### config.mk
export PLATFORM = sky130hd
export DESIGN_NAME = iomem_arbiter
export DESIGN_NICKNAME = d
export VERILOG_FILES = /design/src/rtl/iomem_arbiter.sv
export SDC_FILE = /design/constraint.sdc
export NUM_CORES = 1
export LEC_CHECK = 0
export CAP_MARGIN = 20
export CORE_UTILIZATION = 43
export CTS_CLUSTER_SIZE = 12
export DETAILED_ROUTE_END_ITERATION = 12
export PLACE_DENSITY_LB_ADDON = 0.3
export SYNTH_ARGS = -nofsm -noshare
export SYNTH_HDL_FRONTEND = slang
export SYNTH_SLANG_ARGS = --single-unit
### constraint.sdc
create_clock -name clk -period 2.5 [get_ports clk]
set_clock_uncertainty 0.05 [all_clocks]
set_input_delay 0.5 -clock clk [delete_from_list [all_inputs] [get_ports clk]]
set_output_delay 0.5 -clock clk [all_outputs]
set_load 0.05 [all_outputs]
### src/rtl/iomem_arbiter.sv
// Two-requester round-robin arbiter onto a single iomem slave bus.
// One transfer in flight at a time; optional slave-response timeout returns ERR_RDATA.
module iomem_arbiter #(
  parameter int unsigned TIMEOUT_CYCLES = 255,
  parameter logic [31:0] ERR_RDATA      = 32'hFFFF_FFFF
) (
  input  logic        clk,
  input  logic        resetn,

  input  logic        m0_valid,
  output logic        m0_ready,
  input  logic [3:0]  m0_wstrb,
  input  logic [31:0] m0_addr,
  input  logic [31:0] m0_wdata,
  output logic [31:0] m0_rdata,

  input  logic        m1_valid,
  output logic        m1_ready,
  input  logic [3:0]  m1_wstrb,
  input  logic [31:0] m1_addr,
  input  logic [31:0] m1_wdata,
  output logic [31:0] m1_rdata,

  output logic        s_valid,
  input  logic        s_ready,
  output logic [3:0]  s_wstrb,
  output logic [31:0] s_addr,
  output logic [31:0] s_wdata,
  input  logic [31:0] s_rdata,

  output logic        timeout
);

  typedef enum logic [1:0] {StIdle, StBusy, StResp} state_e;

  localparam bit          TimeoutEn   = (TIMEOUT_CYCLES != 0);
  localparam logic [15:0] TimeoutLast = TimeoutEn ? 16'(TIMEOUT_CYCLES - 1) : 16'd0;

  state_e      state_q;
  logic        owner_q;
  logic        last_grant_q;
  logic [15:0] cnt_q;

  logic grant;
  logic timeout_hit;

  // On a tie the requester not served last wins; otherwise the sole requester wins.
  assign grant       = (m0_valid && m1_valid) ? ~last_grant_q : m1_valid;
  assign timeout_hit = TimeoutEn && (cnt_q == TimeoutLast);

  always_ff @(posedge clk or negedge resetn) begin
    if (!resetn) begin
      state_q      <= StIdle;
      owner_q      <= 1'b0;
      last_grant_q <= 1'b1;
      cnt_q        <= 16'd0;
      s_valid      <= 1'b0;
      s_addr       <= 32'd0;
      s_wdata      <= 32'd0;
      s_wstrb      <= 4'd0;
      m0_rdata     <= 32'd0;
      m1_rdata     <= 32'd0;
      m0_ready     <= 1'b0;
      m1_ready     <= 1'b0;
      timeout      <= 1'b0;
    end else begin
      m0_ready <= 1'b0;
      m1_ready <= 1'b0;
      timeout  <= 1'b0;
      case (state_q)
        StIdle: begin
          if (m0_valid || m1_valid) begin
            owner_q      <= grant;
            last_grant_q <= grant;
            s_addr       <= grant ? m1_addr  : m0_addr;
            s_wdata      <= grant ? m1_wdata : m0_wdata;
            s_wstrb      <= grant ? m1_wstrb : m0_wstrb;
            cnt_q        <= 16'd0;
            s_valid      <= 1'b1;
            state_q      <= StBusy;
          end
        end
        StBusy: begin
          if (cnt_q != 16'hFFFF) begin
            cnt_q <= cnt_q + 16'd1;
          end
          // A slave response in the timeout cycle takes priority over the timeout.
          if (s_ready || timeout_hit) begin
            if (owner_q) begin
              m1_rdata <= s_ready ? s_rdata : ERR_RDATA;
              m1_ready <= 1'b1;
            end else begin
              m0_rdata <= s_ready ? s_rdata : ERR_RDATA;
              m0_ready <= 1'b1;
            end
            timeout <= !s_ready;
            s_valid <= 1'b0;
            state_q <= StResp;
          end
        end
        StResp: begin
          state_q <= StIdle;
        end
        default: begin
          state_q <= StIdle;
          s_valid <= 1'b0;
        end
      endcase
    end
  end

endmodule

==> impl_results.md <==
* Finish-stage setup viols at 0
* Switching Power at 0.00784 W
* TritonCTS clock tree: yes
* Final Util at 0.699
* Setup Buffers After CTS at 0
* CP max FO at 33
* Most common cell after layout, fill and taps aside: clkdlybuf4s50_1
* Final WL at slightly above 20000 microns
* Wirelength per Cell at between 15 and 20 microns
* First-pass GRT wire length at 33400 microns
* Mapped Cells at 609
* Yosys warns at 0
* Antenna violations before repair at 0
* Port Buf Inserts at 308
* Reg clk slew, reported paths at 0.06 ns
* Layout cell share with drive strength beyond 1 at 0.131
* Post-synth EDFFs at 0
* Clk sinks at 156
* Gr usage total at 0.250
* Max-cap check violation count at 0
* Layout net count at 1092
* DR iter-0 viols at between 200 and 300
* Antenna fix cells at 0
* Slowest-stage cell, CP: or4b_1
* P per Cell Area at around 1500 nW/um^2
* CTS hold repair buffers at 1
* Status: finished clean
* Total CTS buffers at 17
* Total power at 0.0166 W
* Post-synth ARST share at 1.00
* Simple-gate share of the synthesized area at 0.113
* Sequential share of power at 0.268
* Hold/Removal Path Class: register to register
* Final antenna-violating net count at 0
* Crit. End Element: register
* Dominant cell type by area after synthesis: dfrtp_1
* Fin. max-slew vios at 0
* Synth Flop Type: dfrtp_1
* Drt drc at 0
* Final period utilization at 0.918
* Main combinational cell family by area after synthesis: compound AO/OA/AOI/OAI gates
* Area Growth Syn to Fin at 56.9%
* Slew headroom at 0.590
* Clock Root Buffer: clkbuf_16
* H-tree depth at 4
* Mux cell area share after synthesis at 0.0948
* WP data arrival at 2.59 ns
* FMAX at 0.436 GHz
* Slew @ Worst Pin at 0.613 ns
* Syn Std Cell Area at 7180 sq um
* Full die area at 17200 sq um
* Setup total negative slack at 0 ns
* Synth top area cells: dfrtp_1 (54%), a2bb2oi_2 (12%), mux2i_1 (9.5%)
* RSZ-0062 raised after global routing: no
* Seq/Total Area, Yosys at 0.544
* Number of library cell types mapped by synthesis at 42
* Vias in the first global route at between 6k and 7k
* Crit-path cells: inv_1 -> ha_1 -> or4b_1 -> nor3_2 -> a21oi_2 -> nor3_4 -> buf_12 -> a2bb2oi_1
* Comb pwr share at 0.572
* Post-Synthesis Net Count at roughly 780
* Most frequent cells in the layout: clkdlybuf4s50_1 (307), dfrtp_1 (155), nor2_1 (79)
* Compound-Gate Fraction of Synth Area at 0.213
* Die H at 131 microns
* Resized Gates After CTS at 0
* Largest net degree at the start of global routing at 53
* Delay-heaviest family, CP: simple AND/OR/NAND/NOR gates
* Tmin final at 2.30 ns
* Routed vias/inst at 5.16
* Grt total ovfl at 0
* Endpoints failing hold at 0
* Num ports at 309
* P_int at 0.00878 W
* Synth Area in XOR/XNOR at 0.00122
* Core ar. at 16100 sq um
* Sw frac at 0.472
* Yosys reg bits at 156
* Peak VDD IR at 806 uV
* Placer Congestion at 0.789
* DIE WIDTH at 131 microns
* Rows at 46
* CP startpoint kind: register
* CTS max path bufs at 2
* LEAKAGE at 4.53 nW
* Clock latency on the worst-skew pair at about 0.42 ns
* Clock power frac at 0.160
* Detailed Routing Iterations Pass 1 at 4
* Post-synthesis adder-cell area fraction at 0.00349
* Yosys top cell area share at 0.540
* Worst path bufs/invs at 2
* Critical path class: register to register
* Vias at 5918
* Detail Placement HPWL at roughly 15000 microns
* Initial Utilization at 0.445
* Critical Path RT at around 2.8 ns
* Largest stage delay, worst path at around 0.44 ns
* Post-Syn Area per Cell at 11.8 sq um
==> logic make-up (layout without fill, tap and decap cells) <==
kind of cell    Yosys count  in the layout
compound gates          176            176
flops                   156            156
xor+xnor                  1              1
fa+ha+maj                 2              2
buf+inv                  45            366
mux                      68             68
simple gates            161            161
==> power by group through the flow <==
| stage | clock (W) | combinational (W) | sequential, W |
|---|---|---|---|
| 2_1_floorplan | 0 | 0.00252 | 0.00807 |
| 3_3_place_gp | 0 | 0.00942 | 0.00442 |
| 3_5_place_dp | 0 | 0.00954 | 0.00447 |
| 4_1_cts | 0.00271 | 0.00957 | 0.00445 |
| 5_1_grt | 0.00281 | 0.00993 | 0.00460 |
| 6_report | 0.00266 | 0.00952 | 0.00445 |
==> path summary, 6_finish.rpt <==
kind                               endpoint  depth (start not counted)  slack, ns     start
max in group asynchronous       s_wdata[28]                          3       1.02    resetn
worst min-delay path               cnt_q[6]                          1       0.44  cnt_q[6]
min in group asynchronous       m0_rdata[4]                          2       0.56    resetn
worst max-delay path            m0_rdata[0]                          8       0.20  cnt_q[0]
worst max register to register  m0_rdata[0]                          8       0.20  cnt_q[0]
worst min register to register     cnt_q[6]                          1       0.44  cnt_q[6]
==> layout make-up <==
| cell class | instances | area [sq um] |
|---|---|---|
| fill | 1200 | 4850 |
| sequential | 156 | 3910 |
| timing repair buffer | 331 | 3380 |
| multi-input combinational | 408 | 3080 |
| clock buffer | 20 | 447 |
| tap | 216 | 270 |
| clock inverter | 12 | 160 |
| inverter | 3 | 11.3 |
==> per-layer routing <==
layer,wire length [microns],part of all wire,track usage,up-vias
met4,374,0.018,0.0824,0
li1,-,-,-,2809
met2,10400,0.50,0.424,233
met5,0,0,0,-
met3,1250,0.060,0.0617,21
met1,8660,0.42,0.310,2855
==> worst reg2reg max path, delay by kind of cell (launching register included) <==
kind                       cells  cell delay, ns
DFF                            1            0.43
AOI/OAI and AO/OA              2            0.38
and+or+nand+nor                3            0.87
buffers and inverters          2            0.35
adders and majority gates      1            0.13
==> stage by stage <==
stage / cells / cell area (sq um) / hold WS [ns] / setup slack, ns
floorplan: 609 / 7180 / 0.154 / 0.445
global placement: 1113 / 10600 / 0.432 / 0.305
detailed placement: 1113 / 10600 / 0.442 / 0.206
CTS: 1146 / 11300 / 0.449 / 0.191
global route: 1146 / 11300 / 0.479 / 0.0502
finish: 1146 / 11300 / 0.445 / 0.204
==> registers in the layout (all words and copies together) (netlist names), 2 cells and up <==
register  cells
m0_rdata     32
m1_rdata     32
s_addr       32
s_wdata      32
cnt_q        16
s_wstrb       4
state_q       2
==> Yosys cell counts, types with 2 or more instances <==
cell type and count:
buf_2 6, o21ai_0 3, clkbuf_1 26, a2bb2oi_1 6
nand3_1 4, nor2_1 81, nor2b_1 34, nand4_1 6
a2bb2oi_2 58, nor3_4 3, a31oi_1 4, ha_1 2
a21oi_1 76, inv_1 3, buf_6 6, o22a_1 2
and2_1 3, buf_1 4, and3_1 5, dfrtp_1 155
o21ai_1 18, nor3_1 4, mux2i_1 68, nand2_1 14
(Power assumes the default switching activity.)
